**src/rtl/hazard_ctrl_pkg.sv**
```systemverilog
// Shared types and constants for the pipeline hazard controller.
package hazard_ctrl_pkg;

  typedef enum logic [1:0] {
    RUN,
    RAM_WAIT,
    STDIN_WAIT,
    STDOUT_WAIT
  } hazard_state_t;

  localparam logic [4:0] ZERO_REG = 5'd0;

endpackage

```
**src/rtl/hazard_wait_counter.sv**
```systemverilog
// Loadable down-counter with zero flag; counts out the RAM read latency.
module hazard_wait_counter #(
  parameter int W = 4
) (
  input  logic         clk,
  input  logic         reset,
  input  logic         load,
  input  logic [W-1:0] load_value,
  input  logic         dec,
  output logic [W-1:0] count,
  output logic         zero
);

  // NOTE: sequential state uses non-blocking assignments so every flop samples pre-edge values.
  always_ff @(posedge clk or posedge reset) begin
    if (reset)                   count <= '0;
    else if (load)               count <= load_value;
    else if (dec && count != '0) count <= count - 1'b1;
  end

  assign zero = (count == '0);

endmodule

```
**src/rtl/pipeline_hazard_controller.sv**
```systemverilog
// Stall/flush sequencer for the 5-stage core: EX waits, load-use bubbles, redirect flushes.
// Optional performance counters are built when HAZARD_PERF_COUNTERS_EN is defined.
module pipeline_hazard_controller
  import hazard_ctrl_pkg::*;
#(
  parameter int RAM_READ_LATENCY = 2,
  parameter int WAIT_CNT_W       = 4
) (
  input  logic       clk,
  input  logic       reset,
  input  logic [4:0] id_rs1_address,
  input  logic [4:0] id_rs2_address,
  input  logic       id_uses_rs1,
  input  logic       id_uses_rs2,
  input  logic [4:0] ex_rd_address,
  input  logic       ex_ram_read,
  input  logic       ex_stdin_read_enable,
  input  logic       ex_stdout_write_enable,
  input  logic       ex_redirect,
  input  logic       stdin_valid,
  input  logic       stdout_ready,
  output logic       pc_write_enable,
  output logic       if_id_write_enable,
  output logic       if_id_flush,
  output logic       id_ex_write_enable,
  output logic       id_ex_flush,
  output logic       ex_mem_write_enable,
  output logic       stdin_read_ack,
  output logic       busy
`ifdef HAZARD_PERF_COUNTERS_EN
  ,
  output logic [31:0] perf_freeze_cycles,
  output logic [31:0] perf_bubble_cycles,
  output logic [31:0] perf_flush_events
`endif
);

  localparam bit RAM_WAITS = (RAM_READ_LATENCY > 1);
  localparam int LOAD_VAL  = RAM_WAITS ? RAM_READ_LATENCY - 2 : 0;

  hazard_state_t         state, next_state;
  logic                  freeze, ack, cnt_load, cnt_dec, cnt_zero, load_use;
  logic [WAIT_CNT_W-1:0] wait_cnt;

  hazard_wait_counter #(.W(WAIT_CNT_W)) u_wait_counter (
    .clk        (clk),
    .reset      (reset),
    .load       (cnt_load),
    .load_value (WAIT_CNT_W'(LOAD_VAL)),
    .dec        (cnt_dec),
    .count      (wait_cnt),
    .zero       (cnt_zero)
  );

  always_ff @(posedge clk or posedge reset) begin
    if (reset) state <= RUN;
    else       state <= next_state;
  end

  // NOTE: every always_comb output gets a default first so no path leaves it unassigned (no latch).
  always_comb begin
    next_state = state;
    freeze     = 1'b0;
    ack        = 1'b0;
    cnt_load   = 1'b0;
    cnt_dec    = 1'b0;
    unique case (state)
      RUN: begin
        if (ex_ram_read && RAM_WAITS) begin
          freeze     = 1'b1;
          cnt_load   = 1'b1;
          next_state = RAM_WAIT;
        end else if (ex_ram_read) begin
          freeze = 1'b0;
        end else if (ex_stdin_read_enable) begin
          if (stdin_valid) ack = 1'b1;
          else begin
            freeze     = 1'b1;
            next_state = STDIN_WAIT;
          end
        end else if (ex_stdout_write_enable && !stdout_ready) begin
          freeze     = 1'b1;
          next_state = STDOUT_WAIT;
        end
      end
      RAM_WAIT: begin
        if (!cnt_zero) begin
          freeze  = 1'b1;
          cnt_dec = 1'b1;
        end else next_state = RUN;
      end
      STDIN_WAIT: begin
        if (stdin_valid) begin
          ack        = 1'b1;
          next_state = RUN;
        end else freeze = 1'b1;
      end
      STDOUT_WAIT: begin
        if (stdout_ready) next_state = RUN;
        else              freeze     = 1'b1;
      end
      default: next_state = RUN;
    endcase
  end

  assign load_use = ex_ram_read && (ex_rd_address != ZERO_REG) &&
                    ((id_uses_rs1 && id_rs1_address == ex_rd_address) ||
                     (id_uses_rs2 && id_rs2_address == ex_rd_address));

  // Waits gate everything; redirect then beats load-use on the unfrozen cycle.
  always_comb begin
    pc_write_enable     = 1'b0;
    if_id_write_enable  = 1'b0;
    if_id_flush         = 1'b0;
    id_ex_write_enable  = 1'b0;
    id_ex_flush         = 1'b0;
    ex_mem_write_enable = 1'b0;
    stdin_read_ack      = 1'b0;
    busy                = 1'b0;
    if (!reset) begin
      busy           = (state != RUN);
      stdin_read_ack = ack;
      if (!freeze) begin
        id_ex_write_enable  = 1'b1;
        ex_mem_write_enable = 1'b1;
        if (ex_redirect) begin
          pc_write_enable    = 1'b1;
          if_id_write_enable = 1'b1;
          if_id_flush        = 1'b1;
          id_ex_flush        = 1'b1;
        end else if (load_use) begin
          id_ex_flush = 1'b1;
        end else begin
          pc_write_enable    = 1'b1;
          if_id_write_enable = 1'b1;
        end
      end
    end
  end

`ifdef HAZARD_PERF_COUNTERS_EN
  always_ff @(posedge clk or posedge reset) begin
    if (reset) begin
      perf_freeze_cycles <= '0;
      perf_bubble_cycles <= '0;
      perf_flush_events  <= '0;
    end else begin
      if (freeze)                             perf_freeze_cycles <= perf_freeze_cycles + 32'd1;
      if (!freeze && !ex_redirect && load_use) perf_bubble_cycles <= perf_bubble_cycles + 32'd1;
      if (!freeze && ex_redirect)             perf_flush_events  <= perf_flush_events + 32'd1;
    end
  end
`else
  // No performance counters in this build.
`endif

endmodule

```
**config.mk**
```make
export PLATFORM = sky130hd
export DESIGN_NAME = pipeline_hazard_controller
export DESIGN_NICKNAME = d
export VERILOG_FILES = /design/src/rtl/hazard_ctrl_pkg.sv /design/src/rtl/hazard_wait_counter.sv /design/src/rtl/pipeline_hazard_controller.sv
export SDC_FILE = /design/constraint.sdc
export NUM_CORES = 1
export LEC_CHECK = 0
export CAP_MARGIN = 20
export CORE_MARGIN = 4
export CORE_UTILIZATION = 38
export CTS_BUF_LIST = sky130_fd_sc_hd__clkbuf_4 sky130_fd_sc_hd__clkbuf_8
export CTS_CLUSTER_DIAMETER = 50
export CTS_CLUSTER_SIZE = 10
export DETAILED_ROUTE_END_ITERATION = 12
export PLACE_DENSITY_LB_ADDON = 0.1
export SETUP_SLACK_MARGIN = 0.2
export SYNTH_ARGS = -nofsm -noshare
export SYNTH_HDL_FRONTEND = slang
export SYNTH_SLANG_ARGS = --single-unit
```
**constraint.sdc**
```tcl
create_clock -name clk -period 2.7 [get_ports clk]
set_input_delay 0.54 -clock clk [delete_from_list [all_inputs] [get_ports clk]]
set_output_delay 0.54 -clock clk [all_outputs]
set_load 0.1 [all_outputs]
```
# After elaboration in Yosys (flattened, before gate mapping)
# Cells that the tools add are included.
# W data, S select, Z words.
[word_totals]
reg_bits = 6
inputBits = 25
output_inout_bits = 8
elab_cells = 67
[op_classes]
addsub = 1
eq_ne = 10
muxes = 39
n_reduce_logical = 15
[op_table]
columns = ["cell", "n"]
rows = [
  ["$mux W1", 27],
  ["$mux W2", 7],
  ["$eq A5 B5 Y1", 2],
  ["$mux W4", 2],
  ["$ne A4 B4 Y1 const B", 2],
  ["$pmux W2 S4", 1],
  ["$logic_and A1 B1 Y1", 6],
  ["$ne A2 B2 Y1 const B", 3],
  ["$reduce_and A5 Y1", 1],
  ["$reduce_bool A5 Y1", 1],
  ["$eq A2 B2 Y1 const B", 2],
  ["$logic_not A4 Y1", 1],
  ["$pmux W1 S4", 1],
  ["$reduce_bool A2 Y1", 2],
  ["$reduce_bool A4 Y1", 1],
  ["$sub A4 B1 Y4 const B", 1],
  ["$eq A2 B1 Y1 const B", 1],
  ["$logic_not A2 Y1", 1],
  ["$pmux W1 S2", 1],
  ["$logic_not A1 Y1", 1],
  ["$logic_or A1 B1 Y1", 1],
]

# Depth between registers and ports, before layout
# Gate-level depths: netlist of the first run.
[logic_depth]
depth_word = 8
ltp_mapped = 6
mapped_depth_nobuf = 6

# By module
# A second synthesis of the first run with hierarchy kept.
[unflattened]
cells_unflattened = 78
hier_area_um2 = 644.4
[by_module_without_submodules]
columns = ["module", "instances", "cells_per_inst", "area_each_um2", "seq_area_each_um2"]
rows = [
  ["pipeline_hazard_controller", 1, 50, 382.9, 50.0],
  ["hazard_wait_counter", 1, 28, 261.5, 100.1],
]

# Worst setup path after synthesis of the first run
# No wires, ideal clock.
[synth_path]
path_kind = "input to output"
start = "input port ex_stdout_write_enable"
end = "output port pc_write_enable"
arrival_ns = 4.242
required_ns = 2.160
slack_ns = -2.082
path_stages = 5
path_buffers = 1
path_cell_list = "nor3b_1 -> or4b_1 -> a21oi_1 -> o31a_1 -> buf_4"
[synth_between]
elab_chain_len = 7
[synth_rtl]
columns = ["element", "line", "rtl"]
rows = [
  ["start: declaration", "pipeline_hazard_controller.sv:18", "input logic ex_stdout_write_enable,"],
  ["$logic_and A1 B1 Y1", "pipeline_hazard_controller.sv:81", "end else if (ex_stdout_write_enable && !stdout_ready) begin"],
  ["$mux W1", "pipeline_hazard_controller.sv:81", ""],
  ["$mux W1", "pipeline_hazard_controller.sv:75", "end else if (ex_stdin_read_enable) begin"],
  ["$mux W1", "pipeline_hazard_controller.sv:69", "if (ex_ram_read && RAM_WAITS) begin"],
  ["$pmux W1 S4", "pipeline_hazard_controller.sv:67", "unique case (state)"],
  ["$mux W1 (2 in series)", "-", ""],
  ["end: declaration", "pipeline_hazard_controller.sv:22", "output logic pc_write_enable,"],
]
# No other way between the ends.

# Worst setup path in the final report of the first run
[layout_path]
start = "input port ex_stdin_read_enable"
end = "output port id_ex_flush"
[layout_between]
elab_chain_len = 5
[layout_rtl]
columns = ["element", "line", "rtl"]
rows = [
  ["start: declaration", "pipeline_hazard_controller.sv:17", "input logic ex_stdin_read_enable,"],
  ["$mux W1", "pipeline_hazard_controller.sv:75", ""],
  ["$mux W1", "pipeline_hazard_controller.sv:69", ""],
  ["$pmux W1 S4", "pipeline_hazard_controller.sv:67", ""],
  ["$mux W1", "pipeline_hazard_controller.sv:123", "if (!freeze) begin"],
  ["$mux W1", "pipeline_hazard_controller.sv:120", "if (!reset) begin"],
  ["end: declaration", "pipeline_hazard_controller.sv:26", "output logic id_ex_flush,"],
]
# No other way between the ends.

==> results of run 1 <==
path summary, 6_finish.rpt:
kind                                              start                       to  slack (ps)  cells past startpoint
max in group asynchronous                         reset                 state[0]        1760                      2
min in group asynchronous                         reset  u_wait_counter.count[0]         740                      2
worst max-delay path               ex_stdin_read_enable              id_ex_flush         120                      6
worst max register to register  u_wait_counter.count[1]  u_wait_counter.count[2]        1080                      6
worst min-delay path            u_wait_counter.count[0]  u_wait_counter.count[0]         540                      1
worst min register to register  u_wait_counter.count[0]  u_wait_counter.count[0]         540                      1
power by group through the flow:
stage	Sequential [µW]	Clock, µW	Combinational, µW
2_1_floorplan	176	0	500
3_3_place_gp	187	0	721
3_5_place_dp	191	0	742
4_1_cts	192	84.1	750
5_1_grt	193	90.4	835
6_report	190	87.0	798
worst max-delay path: stages:
cell,delay [ps]
buf_2,130
nor2b_2,170
or4b_4,490
a221o_1,370
a21oi_4,150
buf_12,190
through the flow:
step / instances / setup slack (ps) / TNS, ps
floorplan: 66 / -364 / -853
global placement: 123 / -209 / -897
detailed placement: 123 / -241 / -996
CTS: 128 / 149 / 0
global route: 131 / 83.8 / 0
finish: 131 / 125 / 0
cell families (layout without fill, tap and decap cells):
logic type,after synthesis,in the layout,synth area share (%)
simple gates,23,23,25.6
compound gates,15,15,16.9
xor+xnor,12,12,18.7
buf+inv,7,57,6.00
flops,6,6,26.7
mux,2,2,4.00
fa+ha+maj,1,1,2.22
layout make-up:
class / instances / area [µm²]
repair buffers: 49 / 507
multi-input cells: 53 / 448
flip-flops and latches: 6 / 153
clock buffers: 3 / 22.5
fillers: 78 / 183
inverters: 5 / 18.8
well taps: 15 / 18.8
layout by cell type (no fill, tap or decap), types with 2 or more instances in the layout:
cell / netlist / layout
mux2_2: 2 / 2
buf_6: 0 / 2
xor2_1: 10 / 10
dfrtp_1: 6 / 4
buf_12: 0 / 8
inv_1: 5 / 5
buf_4: 2 / 16
nor4_1: 2 / 2
nand2_1: 2 / 2
dfrtp_2: 0 / 2
clkdlybuf4s50_1: 0 / 6
o21ai_0: 6 / 5
a32oi_1: 2 / 2
dlygate4sd2_1: 0 / 10
xnor2_1: 2 / 2
nor2b_2: 0 / 2
nand3_1: 5 / 5
nor2_1: 2 / 2
clkbuf_4: 0 / 3
clkdlybuf4s15_1: 0 / 3
buf_2: 0 / 3
a21oi_1: 4 / 3
a21oi_4: 0 / 2
per-layer routing:
metal  global-route usage (%)  vias up
met5                        0        -
met4                     2.27        0
met3                     4.69        6
met2                     40.9       32
met1                     20.5      337
li1                         -      337
sequential cells by signal, indices dropped and copies added, names as in the netlist:
signal and flops:
u_wait_counter.count 4, state 2
repair_timing:
action                     in CTS  in global routing
buffers inserted                2                  3
setup endpoints to repair       6                  6
pin swaps                       8                  2
resized for setup              39                  5
==> impl_metrics.tcl, run 1 <==
set metrics [dict create \
    yosys-top-cells-area "dfrtp_1 27%, xor2_1 16%, o21ai_0 5.3%" \
    initial_core_util_pct 41.7 \
    synth_area_per_cell_um2 8.53 \
    utilization_pct 86.5 \
    synthTopCellsByCount "10 x xor2_1, 6 x dfrtp_1, 6 x o21ai_0" \
    ys_warn_count 0 \
    antenna_found_initial 0 \
    met1_length_um 769 \
    post_dp_cell_area_mm2 0.00112 \
    cts.clk_slew.worst_paths_ps 50 \
    gp_congestion 0.725 \
    rows 13 \
    ys_seq_elements 6 \
    max_freq_mhz 388 \
    pwr-share-seq_pct 17.7 \
    cts_buffers 3 \
    status "completed" \
    yosysMostFrequentCell "xor2_1" \
    dieArea_mm2 0.00216 \
    dr.pass1.iters 4 \
    drive_above_1_share_pct 42.2 \
    cts_tree "yes" \
    max_cap_violations 0 \
    io_pins 33 \
    combPwrFrac_pct 74.2 \
    grtUsageTotal_pct 20.1 \
    syn_inst 66 \
    grt_max_degree 7 \
    internal_power_uw 521 \
    grt_pass1_vias 733 \
    nets 144 \
    wl_met3_um 142 \
    cts.sinks 6 \
    p_switching_uw 555 \
    routedWlPerCell_um 17.0 \
    cp.required_ps 2160 \
    grt_overflow 0 \
    post-route-min-period_ps 2580 \
    cellPowerDensity_mw_per_mm2 921 \
    min_path_type "flop to flop" \
    clk_latency_ps 250 \
    vias 712 \
    hold_slack_ps 542 \
    synthFlopType "dfrtp_1" \
    die_h_um 46.5 \
    worst_slew_pin_slew_ps 316 \
    ant_nets 0 \
    path_class "input pin to primary output" \
    cp-start-kind "input pin" \
    wl_met2_um 1270 \
    cts_buffer_depth 2 \
    power_uw 1080 \
    worst-endpoint-arrival_ps 2040 \
    synth_top_cell_by_area "dfrtp_1" \
    top_layer "met4" \
    diodes 0 \
    root_buffer "clkbuf_4" \
    drcViolationCount 0 \
    synth_top_area_share_pct 26.7 \
    critPathMaxFanout 3 \
    areaGrowthSynthToFinish_pct 107 \
    core_mm2 0.00135 \
    clkPwrFrac_pct 8.1 \
    finalCritPeriodShare_pct 95.4 \
    cts_hold_buf 0 \
    die_x_um 46.5 \
    totalWireLength_um 2230 \
    rsz0062_at_grt "true" \
    synth_edf_count 0 \
    syn_area_um2 563 \
    drt_iter0_drc 8 \
    synth-seq-area-share_pct 26.7 \
    port_buffers 32 \
    power_leakage_uw 0.000520 \
    final_cell_area_mm2 0.00117 \
    syn_nets 92 \
    grt_pass1_wl_um 3110 \
    h-tree-depth 1 \
    async_flop_share_pct 100 \
    viasPerCell 5.44 \
    sw_frac_of_total_pct 51.6 \
    max_slew_margin_pct 78.8 \
    finalHoldViolCount 0 \
    cp-end-kind "primary output" \
    ys_types 28 \
    peakVddDrop_mv 0.826 \
    setup_viol 0 \
    dpl.hpwl_um 1670 \
    skew_ps 3.42 \
    maxSlewViolCount 0 \
]
No activity file was read; power rests on OpenSTA's default activity.
==> run 2, diff against run 1 <==
ABC_CLOCK_PERIOD_IN_PS = 2700   (was not set)
==> results of run 2 <==
Same layout as run 1: the final DEF is identical, and so are final timing and power.
